**config.mk**
```make
export PLATFORM = sky130hd
export DESIGN_NAME = multi_clock_divider
export DESIGN_NICKNAME = d
export VERILOG_FILES = /design/src/rtl/multi_clock_divider.sv
export SDC_FILE = /design/constraint.sdc
export NUM_CORES = 1
export LEC_CHECK = 0
export ABC_CLOCK_PERIOD_IN_PS = 3150
export CAP_MARGIN = 25
export CELL_PAD_IN_SITES_DETAIL_PLACEMENT = 1
export CELL_PAD_IN_SITES_GLOBAL_PLACEMENT = 2
export CORE_MARGIN = 10
export CORE_UTILIZATION = 41
export CTS_CLUSTER_SIZE = 10
export DETAILED_ROUTE_END_ITERATION = 8
export PLACE_DENSITY = 0.88
export RECOVER_POWER = 25
export SETUP_SLACK_MARGIN = 0.3
export SYNTH_ARGS = -nofsm -noshare
export SYNTH_HDL_FRONTEND = slang
export SYNTH_SLANG_ARGS = --single-unit
```
**constraint.sdc**
```tcl
create_clock -name clk -period 3.15 [get_ports clk]
set_clock_uncertainty 0.05 [all_clocks]
set_input_delay 0.315 -clock clk [delete_from_list [all_inputs] [get_ports clk]]
set_output_delay 0.315 -clock clk [all_outputs]
set_load 0.005 [all_outputs]
```
**src/rtl/multi_clock_divider.sv**
```systemverilog
// Runtime-programmable multi-channel clock divider: per-channel registered divided clock,
// period-start tick strobe, and shadowed configuration applied only at period boundaries.
module multi_clock_divider #(
  parameter  int NUM_CH = 4,
  parameter  int DIV_W  = 8,
  localparam int CH_W   = (NUM_CH > 1) ? $clog2(NUM_CH) : 1
) (
  input  logic              clk,
  input  logic              rst_n,
  input  logic              cfg_wr,
  input  logic [CH_W-1:0]   cfg_ch,
  input  logic [DIV_W-1:0]  cfg_div,
  input  logic              cfg_en,
  input  logic              sync_start,
  output logic              cfg_err,
  output logic [NUM_CH-1:0] clk_out,
  output logic [NUM_CH-1:0] tick,
  output logic [NUM_CH-1:0] pending
);

  logic cfg_ok;

  assign cfg_ok = (cfg_div >= DIV_W'(2)) && (int'(cfg_ch) < NUM_CH);

  always_ff @(posedge clk or negedge rst_n) begin
    if (!rst_n) begin
      cfg_err <= 1'b0;
    end else begin
      cfg_err <= cfg_wr && !cfg_ok;
    end
  end

  for (genvar g = 0; g < NUM_CH; g++) begin : g_ch
    logic [DIV_W-1:0] div_s;
    logic             en_s;
    logic [DIV_W-1:0] div_a;
    logic             en_a;
    logic [DIV_W-1:0] cnt;
    logic             pend_q;
    logic             clk_q;
    logic             tick_q;

    logic             hit;
    logic             boundary;
    logic             apply;
    logic [DIV_W-1:0] nxt_div;
    logic             nxt_en;
    logic [DIV_W-1:0] cnt_inc;
    logic [DIV_W:0]   half;

    always_comb begin
      hit      = cfg_wr && cfg_ok && (int'(cfg_ch) == g);
      boundary = !en_a || (cnt == div_a - DIV_W'(1));
      // sync_start forces an early boundary so pending/bypass config lands with the realignment
      apply    = (boundary || sync_start) && (pend_q || hit);
      nxt_div  = hit ? cfg_div : div_s;
      nxt_en   = hit ? cfg_en  : en_s;
      cnt_inc  = cnt + DIV_W'(1);
      half     = ({1'b0, div_a} + {{DIV_W{1'b0}}, 1'b1}) >> 1;
    end

    always_ff @(posedge clk or negedge rst_n) begin
      if (!rst_n) begin
        div_s  <= DIV_W'(2);
        en_s   <= 1'b0;
        div_a  <= DIV_W'(2);
        en_a   <= 1'b0;
        cnt    <= '0;
        pend_q <= 1'b0;
        clk_q  <= 1'b0;
        tick_q <= 1'b0;
      end else begin
        if (hit) begin
          div_s <= cfg_div;
          en_s  <= cfg_en;
        end
        if (apply) begin
          div_a  <= nxt_div;
          en_a   <= nxt_en;
          pend_q <= 1'b0;
          cnt    <= '0;
          clk_q  <= nxt_en;
          tick_q <= nxt_en;
        end else begin
          if (hit) begin
            pend_q <= 1'b1;
          end
          if (!en_a) begin
            cnt    <= '0;
            clk_q  <= 1'b0;
            tick_q <= 1'b0;
          end else if (boundary || sync_start) begin
            cnt    <= '0;
            clk_q  <= 1'b1;
            tick_q <= 1'b1;
          end else begin
            cnt    <= cnt_inc;
            clk_q  <= ({1'b0, cnt_inc} < half);
            tick_q <= 1'b0;
          end
        end
      end
    end

    assign clk_out[g] = clk_q;
    assign tick[g]    = tick_q;
    assign pending[g] = pend_q;
  end

endmodule

```
==> impl_metrics.env <==
export IMPL_vias_per_cell=5.34
export IMPL_nets=734
export IMPL_n_fill_cell=1772
export IMPL_port_buffers=27
export IMPL_drt_wl_total_um=16800
export IMPL_met2_usage_pct=27.4
export IMPL_chipHeight_um=150
export IMPL_critical_path_max_stage_delay_ps=500
export IMPL_min_period_over_period_pct=86.2
export IMPL_clk_pin_slew_worst_paths_ps=50
export IMPL_critPathRequiredTime_ps=3400
export IMPL_crit_path_cell_trace="or3_1 -> or4_4 -> a2111oi_4 -> o2111ai_4 -> a21oi_4 -> mux2_2"
export IMPL_place_detailed_hpwl_um=12100
export IMPL_grt_start_max_net_pins=81
export IMPL_crit_path_top_delay_cell="sky130_fd_sc_hd__or4_4"
export IMPL_fin_setup_tns_ps=0
export IMPL_min_path_type="reg -> reg"
export IMPL_timing_fmax_mhz=368
export IMPL_post_route_min_period_ps=2710
export IMPL_post_synth_num_cell_types=56
export IMPL_drtIter0Drc=257
export IMPL_timing_critical_path_max_delay_family="simple AND/OR/NAND/NOR gates"
export IMPL_placed_cells_incl_taps=876
export IMPL_post_synth_top_area_cell="sky130_fd_sc_hd__dfrtp_1"
export IMPL_cts_tree="done"
export IMPL_post_synth_most_frequent_cells="sky130_fd_sc_hd__dfrtp_1, sky130_fd_sc_hd__mux2_2, sky130_fd_sc_hd__nor2_1"
export IMPL_synth_nets=701
export IMPL_cp_buffers_inverters=0
export IMPL_setup_repair_after_global_routing_missed_its_margin="yes"
export IMPL_critical_path_class="reg -> reg"
export IMPL_placement_rows=47
export IMPL_finish_cell_count_without_fillers=913
export IMPL_ys_async_sr_fraction_pct=100
export IMPL_gpl_final_weighted_congestion=0.804
export IMPL_final_max_slew_viol_count=38
export IMPL_cap_viol_max_count=1
export IMPL_io_pins=28
export IMPL_crit_fanout=8
export IMPL_busiest_layer="met2"
export IMPL_crit_path_end_kind="flip-flop"
export IMPL_netlist_area_leader_share_pct=39.5
export IMPL_ys_seq_area_share_pct=42.5
export IMPL_die_area_um2=22400
export IMPL_pwr_density_cell_nw_per_um2=927
export IMPL_grt_pass1_wl_um=28200
export IMPL_drt_pass1_iterations=4
export IMPL_coreArea_um2=16500
export IMPL_cts_root_buf="sky130_fd_sc_hd__clkbuf_16"
export IMPL_met1_track_demand_over_resource_pct=18.4
export IMPL_m3_gr_usage_pct=3.77
export IMPL_synth_ff_latch_count=117
export IMPL_max_clock_path_buffers=2
export IMPL_violations_in_the_final_reports="capacitance limit, slew limit"
export IMPL_most_common_cell_in_the_synthesized_netlist="sky130_fd_sc_hd__dfrtp_1"
export IMPL_setup_viol_count_final=0
export IMPL_synth_edff_count=0
export IMPL_dr_drc_count=0
export IMPL_sequential_cell_area_in_the_final_layout_um2=2940
export IMPL_wl_per_cell_um=18.4
export IMPL_detailroute_via_count=4872
export IMPL_final_hold_fails=0
export IMPL_syn_mean_instance_area_um2=10.7
export IMPL_multiInputGateArea_um2=3740
export IMPL_netlist_top_cells_area="sky130_fd_sc_hd__dfrtp_1, sky130_fd_sc_hd__mux2_2, sky130_fd_sc_hd__ha_1, sky130_fd_sc_hd__xnor2_1, sky130_fd_sc_hd__xor2_1"
export IMPL_post_synthesis_cell_area_um2=6910
export IMPL_antenna_violations_before_repair=0
export IMPL_post_route_cells_drive_above_1_share_pct=22.5
export IMPL_worst_skew_pair_late_latency_ps=420
export IMPL_cts_h_tree_lvls=4
export IMPL_die_span_in_x_um=150
export IMPL_startpoint_type="flip-flop"
export IMPL_grt_pass1_vias=5436
export IMPL_worst_pin_slew_ps=2280
export IMPL_cts_num_sinks=117
export IMPL_top_flip_flop_cell_by_instance_count_after_synthesis="sky130_fd_sc_hd__dfrtp_1"
export IMPL_run_status="complete, but fails checks"
export IMPL_critPathArrivalTime_ps=2970
export IMPL_start_util_pct=41.8
export IMPL_ir_worst_vdd_uv=432
export IMPL_track_usage_pct=15.7
export IMPL_layout_area_overhead_vs_synth_pct=17.7
export IMPL_final_antenna_net_count=0
export IMPL_slew_headroom_pct=-51.7
export IMPL_synth_cells=646
export IMPL_yosysWarnings=0
export IMPL_leakagePower_nw=3.55
export IMPL_grt_remaining_overflow=0
export IMPL_cts_inserted_buffers=17
[cell usage in the layout, fill, tap and decap left out, drive strengths merged, types with 8 or more instances in the layout]
cell	count
nor3	13
clkdlybuf4s50	26
buf	27
dfstp	8
nor2b	21
xor2	43
nand3	30
nor2	51
mux2	69
and3	13
inv	18
nand2	32
mux2i	8
ha	40
xnor2	46
dfrtp	109
o21ai	9
clkbuf	23
[per-layer routing]
metal	routed length [um]	part of all wire, %	vias up
met3	555	3.3	27
met5	0	0	-
li1	-	-	2311
met1	7400	44	2480
met2	8520	51	54
met4	292	1.7	0
[flip-flops by register name, indices dropped and copies added, names as in the netlist]
signal and cells:
g_ch.en_a 4, g_ch.div_s 32, g_ch.cnt 32, g_ch.div_a 32, g_ch.pend_q 4, g_ch.en_s 4, g_ch.clk_q 4, g_ch.tick_q 4
cfg_err 1
[power breakdown]
group          switching (mW)  internal (mW)  total (mW)
clock                   0.691           1.36        2.05
combinational            1.44           1.47        2.91
sequential              0.621           1.95        2.58
[timing repair]
action | in CTS | in global routing
setup endpoints to repair | 0 | 33
hold buffers | 1 | 0
setup buffers | 0 | 2
hold endpoints to repair | 37 | 0
resized for setup | 0 | 6
[area by class of cell]
| type | instances | area share [%] |
|---|---|---|
| clock inverters | 10 | 1.88 |
| flip-flops and latches | 117 | 36.1 |
| multi-input cells | 470 | 46.0 |
| well taps | 220 | 3.39 |
| clock buffers | 22 | 5.71 |
| repair buffers | 55 | 6.03 |
| diodes | 1 | 0.0308 |
| inverters | 18 | 0.831 |
[through the flow]
stage	hold slack, ps	utilization, %	worst slack [ps]	instance area (um^2)	power, mW
floorplan	-30.6	-	392	6910	4.63
global placement	282	45.1	266	7450	5.24
finish	447	49.2	435	8130	7.53
detailed placement	289	45.1	137	7450	5.43
CTS	389	48.9	354	8080	7.54
global route	466	49.2	237	8130	8.05
[path summary, 6_finish.rpt]
kind	slack (ps)	startpoint	depth (start not counted)	to
setup / recovery	440	g_ch[2].div_a[2]	6	g_ch[2].div_a[5]
hold / removal	450	g_ch[0].div_s[0]	1	g_ch[0].div_s[0]
setup reg to reg	440	g_ch[2].div_a[2]	6	g_ch[2].div_a[5]
hold reg to reg	450	g_ch[0].div_s[0]	1	g_ch[0].div_s[0]
max in group asynchronous	650	rst_n	3	g_ch[3].div_a[1]
min in group asynchronous	1070	rst_n	2	g_ch[2].cnt[1]
[logic make-up (layout without fill, tap and decap cells)]
logic type	count (synthesis)	in the layout	share of synthesized area, %
AND/OR/NAND/NOR	199	199	14.9
flip-flops	117	117	42.5
XOR/XNOR	89	89	11.3
multiplexers	77	77	12.4
AO/OA/AOI/OAI	65	65	7.65
buffers and inverters	59	105	3.99
adder cells (fa/ha/maj)	40	40	7.25
other	0	1	0
Note: power is estimated with default switching activity, not from simulation.
